## src/rtl/pattern_scan_ctrl.sv

```systemverilog
// pattern_scan_ctrl: accepts parallel words, serializes them MSB-first,
// runs an overlapping programmable pattern match (1..8 bits) over the bit
// stream and reports a saturating per-word match count.
module pattern_scan_ctrl #(
    parameter int DATA_W = 8,
    parameter int CNT_W  = 4
) (
    input  logic              clk,
    input  logic              rst_n,
    input  logic              cfg_we,
    input  logic [7:0]        cfg_pattern,
    input  logic [2:0]        cfg_len,
    input  logic              in_valid,
    input  logic [DATA_W-1:0] in_data,
    output logic              in_ready,
    output logic              ser_bit,
    output logic              ser_vld,
    output logic              match,
    output logic              out_valid,
    output logic [CNT_W-1:0]  out_cnt,
    input  logic              out_ready,
    output logic              busy
);

    localparam int K_W = (DATA_W > 2) ? $clog2(DATA_W) : 1;
    localparam logic [K_W-1:0]   K_LAST  = K_W'(DATA_W - 1);
    localparam logic [CNT_W-1:0] CNT_MAX = '1;

    typedef enum logic [1:0] {ST_IDLE, ST_SHIFT, ST_REPORT} state_t;

    state_t             state_reg, state_next;
    logic [DATA_W-1:0]  shift_reg;
    logic [K_W-1:0]     k_reg;
    logic [7:0]         hist_reg;
    logic [3:0]         fill_reg;
    logic [7:0]         pattern_reg;
    logic [2:0]         len_reg;
    logic [CNT_W-1:0]   cnt_reg;
    logic               match_reg;

    logic               accept;
    logic [7:0]         hist_next;
    logic [3:0]         fill_next;
    logic [3:0]         len_plus1;
    logic [7:0]         mask;
    logic               hit;
    logic [CNT_W-1:0]   cnt_next;

    // Compare mask: bit gi participates when it lies within the pattern length.
    generate
        for (genvar gi = 0; gi < 8; gi++) begin : g_mask
            assign mask[gi] = (3'(gi) <= len_reg);
        end
    endgenerate

    // Match evaluation on the history as it will look after the current bit.
    always_comb begin
        hist_next = {hist_reg[6:0], shift_reg[DATA_W-1]};
        fill_next = (fill_reg == 4'd8) ? 4'd8 : fill_reg + 4'd1;
        len_plus1 = {1'b0, len_reg} + 4'd1;
        hit       = (((hist_next ^ pattern_reg) & mask) == 8'd0) && (fill_next >= len_plus1);
        cnt_next  = (cnt_reg == CNT_MAX) ? cnt_reg : cnt_reg + CNT_W'(hit);
    end

    // State register.
    always_ff @(posedge clk or negedge rst_n) begin
        if (!rst_n) state_reg <= ST_IDLE;
        else        state_reg <= state_next;
    end

    // Next-state decode and handshake/serial outputs.
    always_comb begin
        state_next = state_reg;
        in_ready   = 1'b0;
        ser_vld    = 1'b0;
        ser_bit    = 1'b0;
        out_valid  = 1'b0;
        accept     = 1'b0;
        case (state_reg)
            ST_IDLE: begin
                in_ready = 1'b1;
                accept   = in_valid;
                if (in_valid) state_next = ST_SHIFT;
            end
            ST_SHIFT: begin
                ser_vld = 1'b1;
                ser_bit = shift_reg[DATA_W-1];
                if (k_reg == K_LAST) state_next = ST_REPORT;
            end
            ST_REPORT: begin
                out_valid = 1'b1;
                if (out_ready) state_next = ST_IDLE;
            end
            default: state_next = ST_IDLE;
        endcase
    end

    // Datapath: config latch, shifting, history, match pulse and word count.
    always_ff @(posedge clk or negedge rst_n) begin
        if (!rst_n) begin
            shift_reg   <= '0;
            k_reg       <= '0;
            hist_reg    <= 8'd0;
            fill_reg    <= 4'd0;
            pattern_reg <= 8'b0000_0101;
            len_reg     <= 3'd2;
            cnt_reg     <= '0;
            match_reg   <= 1'b0;
        end else begin
            match_reg <= 1'b0;
            case (state_reg)
                ST_IDLE: begin
                    if (cfg_we) begin
                        pattern_reg <= cfg_pattern;
                        len_reg     <= cfg_len;
                        hist_reg    <= 8'd0;
                        fill_reg    <= 4'd0;
                    end
                    if (accept) begin
                        shift_reg <= in_data;
                        k_reg     <= '0;
                        cnt_reg   <= '0;
                    end
                end
                ST_SHIFT: begin
                    shift_reg <= {shift_reg[DATA_W-2:0], 1'b0};
                    hist_reg  <= hist_next;
                    fill_reg  <= fill_next;
                    k_reg     <= k_reg + K_W'(1);
                    match_reg <= hit;
                    cnt_reg   <= cnt_next;
                end
                default: ;
            endcase
        end
    end

    assign match   = match_reg;
    assign out_cnt = out_valid ? cnt_reg : '0;
    assign busy    = (state_reg != ST_IDLE);

endmodule

```

## config.mk

```make
export PLATFORM = sky130hd
export DESIGN_NAME = pattern_scan_ctrl
export DESIGN_NICKNAME = d
export VERILOG_FILES = /design/src/rtl/pattern_scan_ctrl.sv
export SDC_FILE = /design/constraint.sdc
export NUM_CORES = 1
export LEC_CHECK = 0
export BUFFER_PORTS_ARGS = -buffer_cell sky130_fd_sc_hd__buf_4
export CORE_MARGIN = 5
export CORE_UTILIZATION = 30
export CTS_CLUSTER_DIAMETER = 100
export DETAILED_ROUTE_END_ITERATION = 10
export SYNTH_ARGS = -nofsm -noshare
export SYNTH_HDL_FRONTEND = slang
export SYNTH_SLANG_ARGS = --single-unit
```

## constraint.sdc

```tcl
create_clock -name clk -period 5.1 [get_ports clk]
set_input_delay 0.51 -clock clk [delete_from_list [all_inputs] [get_ports clk]]
set_output_delay 0.51 -clock clk [all_outputs]
set_load 0.005 [all_outputs]
```

Word-level counts from Yosys, hierarchy flattened:

Cells that the tools add are included.

* bits of input ports: 24
* bits in read-only memories: 0
* memory bits (writable): 0
* logic and storage cells: 68
* output and inout bits: 10
* bits in latches: 0
* memories: 0
* flip-flop bits (word level): 40

* bitwise logic cells: 2
* order comparisons: 9
* shift-type cells: 0
* add/subtract/negate cells: 4
* multiply operators: 0
* muxes and demuxes: 23
* divide/modulo/power cells: 0
* equality and inequality tests: 11
* reductions and logical operators: 10

Operators with widths (number)
* $mux W4: 5
* $pmux W4 S2: 2
* $pmux W8 S2: 1
* $pmux W7 S2: 1
* $le A3 B3 Y1 const A: 4
* $ne A2 B2 Y1 const B: 6
* $and A8 B8 Y8: 1
* $eq A4 B4 Y1 const B: 2
* $logic_not A8 Y1: 1
* $mux W8: 1
* $xor A8 B8 Y8: 1
* $mux W7: 1
* $le A1 B3 Y1 const A: 2
* $le A2 B3 Y1 const A: 2
* $mux W1: 6
* $mux W2: 3
* $pmux W2 S3: 1
* $pmux W3 S2: 1
* $reduce_and A2 Y1: 3
* $reduce_and A3 Y1: 2
* $add A3 B1 Y4 const B: 1
* $add A4 B1 Y4: 1
* $add A4 B1 Y4 const B: 1
* $ge A4 B4 Y1: 1
* other kinds (8): 9

Logic depth before layout (Yosys ltp):

* depth in word-level cells: 7
* gate-level depth with buffers: 14
* mapped depth without buffers: 14

Worst setup path after synthesis:

No wires, ideal clock.

* kind: register to register
* from: register fill_reg[0]
* to: register cnt_reg[3]
* clock period less this slack: 2.493 ns
* cell stages (with the launch flop): 15
* required time: 4.982 ns
* slack: 2.607 ns
* path buffers: 0
* library setup time: 0.118 ns
* arrival: 2.374 ns
* cell sequence: dfrtp_1 > inv_1 > ha_1 > nand2_1 > o21ai_0 > ha_1 > nand2b_1 > a2111o_1 > o221ai_1 > nor2_1 > ha_1 > and3_1 > nand3_1 > xor2_1 > nor2_1

* word-level cells in the longest chain between the ends: 7
* elaborated cells between the ends (all ways): 8
* those cells by class: add/sub: 2; order compare: 1; eq/ne: 1; mux: 3; reduce/logical: 1

Ends and longest elaborated chain
* start: declaration: line 35 `logic [3:0] fill_reg;`
* start signal: assignment: line 128 `fill_reg <= fill_next;`
* $add A4 B1 Y4 / $eq A4 B4 Y1 (equally long branches): line 59 `fill_next = (fill_reg == 4'd8) ? 4'd8 : fill_reg + 4'd1;`
* $mux W4 (*): line 59
* $ge A4 B4 Y1 (*): line 61 `hit = (((hist_next ^ pattern_reg) & mask) == 8'd0) && (fill_next >= len_plus1);`
* $logic_and A1 B1 Y1 (*): line 61
* $add A4 B1 Y4 (*): line 62 `cnt_next = (cnt_reg == CNT_MAX) ? cnt_reg : cnt_reg + CNT_W'(hit);`
* $mux W4 (*): line 62
* $pmux W4 S2 (*): line 111 `case (state_reg)`
* end signal: assignment: line 131 `cnt_reg <= cnt_next;`
* end: declaration: line 38 `logic [CNT_W-1:0] cnt_reg;`

Every way passes the cells marked *; elsewhere a longest branch is shown, timed or not. The select of a mux whose other input is x is not followed.
A chain may end at the register's enable or synchronous reset.

Worst setup path in the final report:

* from: register fill_reg[0]
* to: register cnt_reg[2]

The elaborated chain is that of the path after synthesis.

==> flow_summary.ini <==
[run_status]
status = complete, no violations

[clock_network]
cts_buffer_depth = 2
clock_tree.root_cell = clkbuf_8
clk_latency_ns = 0.29
clock-sinks = 40
numCtsBuffers = 5
clk_pin_slew_ns = 0.08
cts_resized = 0
ctsHoldBuffers = 0
htree_levels = 2
tritoncts = yes
post_cts_buffers = 0

[synth]
synth.distinct_cells = 38
synth-seq-cells = 40
yosysSeqAreaShare = 0.4820
synth_top_area_cell = dfrtp_1
synth-main-ff-cell = dfrtp_1
synthCells = 232
avgSynthCellArea_um2 = 8.985
yosys-top-cells-area = dfrtp_1 (44%), nand2_1 (13%), ha_1 (8.4%)
synth_area_um2 = 2084
synth_top_area_frac = 0.4442
synth-edff-count = 0
async_flop_share = 1.000
yosys_warnings = 0
syn_nets = 270

[grt]
grt_first_pass_wirelength_um = 7403
antenna_found_initial = 0
grt_max_degree = 41
grt_pass1_vias = 1617
grt-ovfl-total = 0
grt_util_all_layers = 0.1061

[timing]
tightest_slew_ns = 0.7869
min_period_ns = 2.685
finClkSkew_ns = 0.005443
hold_slack_ns = 0.1761
clock.fmax_mhz = 372.5
totalNegativeSetupSlack_ns = 0
slew_violations = 0
rsz0062_at_grt = false
setup_violations = 0
fin_crit_sh = 0.5264
final_hold_viol_count = 0
slew_headroom = 0.4754
finalWorstSetupSlack_ns = 2.415

[job]
maxCapViolations = 0

[pwr]
peakVddDrop_mv = 0.1473
totalPowerFinal_uw = 1527
p_leak_uw = 0.001231
power_density_nw_per_um2 = 605.2

[placement]
globalplace.congestion = 0.7899
numPortBuffers = 33
pre_cts_ws_ns = 2.430
dp.final_hpwl_um = 3060

[worst_setup_path]
r2r_slack_ns = 2.42
worstSetupPathType = reg -> reg
r2r_end = cnt_reg[2]
worst-endpoint-arrival_ns = 2.87
worstPathMaxFanout = 3
endpoint_kind = flip-flop
required_ns = 5.28
r2r_start = fill_reg[0]
start_kind = flip-flop
r2r_cells = 14

[route]
routed_wl_um = 4382
ant_nets = 0
vias_per_cell = 4.481
avgRoutedWirePerCell_um = 12.17
num_vias = 1613
dr.pass1.iters = 4
first_iter_violations = 114
drc = 0

[die]
num_rows = 30
chipHeight_um = 93.36
pin_count = 34
die_area_um2 = 8715
start_util = 0.3068
core-area_um2 = 6794
fp.dieW_um = 93.36

[cells_and_area]
final_nets = 301
antennaDiodeCount = 0
layout_common_cells = nand2_1 (73), dfrtp_1 (37), buf_4 (34), ha_1 (14), nor2_1 (12)
final_common_cell = nand2_1
final_layout_size_suffix_gt1_frac = 0.1894
syn2layout_area_growth_pct = 21.01

[worst_hold_path]
hp-class = in -> async
==> worst max path at each step <==
stage                     start         end  slack (ns)  depth (start not counted)
CTS                 fill_reg[0]  cnt_reg[3]        2.43                         14
global route        fill_reg[1]  cnt_reg[3]        2.20                         14
global placement    fill_reg[0]  cnt_reg[3]        2.49                         14
detailed placement  fill_reg[0]  cnt_reg[3]        2.43                         14
floorplan           fill_reg[0]  cnt_reg[3]        2.61                         14
finish              fill_reg[0]  cnt_reg[2]        2.42                         14
==> cell families (layout without fill, tap and decap cells) <==
logic type,after synthesis,after routing,synth area share
and+or+nand+nor,107,107,0.2143
DFF,40,40,0.4820
AOI/OAI and AO/OA,36,36,0.1087
adders and majority gates,14,14,0.08403
buffers and inverters,21,53,0.05042
xor gates and xnor gates,11,11,0.04622
muxes,3,3,0.01441
==> cells in the mapped netlist, types with 3 or more instances <==
| library cell | number |
|---|---|
| o21ai_0 | 10 |
| mux2i_1 | 3 |
| nand2_1 | 73 |
| nor2_1 | 12 |
| dfstp_2 | 3 |
| ha_1 | 14 |
| xnor2_1 | 3 |
| xor2_1 | 8 |
| a31oi_1 | 7 |
| buf_2 | 6 |
| and2_1 | 4 |
| dfrtp_1 | 37 |
| nand3_1 | 8 |
| o21ai_1 | 6 |
| inv_1 | 10 |
==> power by group <==
part           leakage [uW]  total (uW)  switching (uW)  internal [uW]
clock             0.0000645         283             110            173
sequential         0.000492         576             111            465
combinational      0.000675         668             375            293
total               0.00123        1530             596            931
==> layer usage <==
layer  part of all wire  GRT usage  vias to the layer above  wire [um]
met3              0.046    0.03057                        4        202
li1                   -          -                      825          -
met2               0.46     0.1662                       37       2025
met1               0.48     0.1387                      747       2113
met4             0.0089    0.03907                        0         39
met5                  0          0                        -          0
==> stage by stage <==
stage          utilization  cell area, um2  cells
2_1_floorplan            -            2085    232
3_5_place_dp        0.3527            2396    352
4_1_cts             0.3713            2522    360
3_3_place_gp        0.3527            2396    352
6_report            0.3713            2522    360
5_1_grt             0.3713            2522    360
==> final cells by class <==
cell class                 instances  area (um2)
fill                             718        4272
sequential                        40        1005
multi-input combinational        171       974.7
timing repair buffer              34       255.2
tap                               96       120.1
clock buffer                       7       96.34
inverter                          11       41.29
clock inverter                     1       30.03
==> worst max-delay path, cell delays in order, from the launching register on <==
cell	delay [ns]
dfrtp_1	0.41
inv_1	0.10
ha_1	0.15
nand2_1	0.06
o21ai_0	0.23
ha_1	0.27
nand2b_1	0.14
a2111o_1	0.40
o221ai_1	0.10
nor2_1	0.07
ha_1	0.19
ha_1	0.18
nand3_1	0.08
xor2_1	0.15
nor2_1	0.05
No activity file was read; power rests on OpenSTA's default activity.
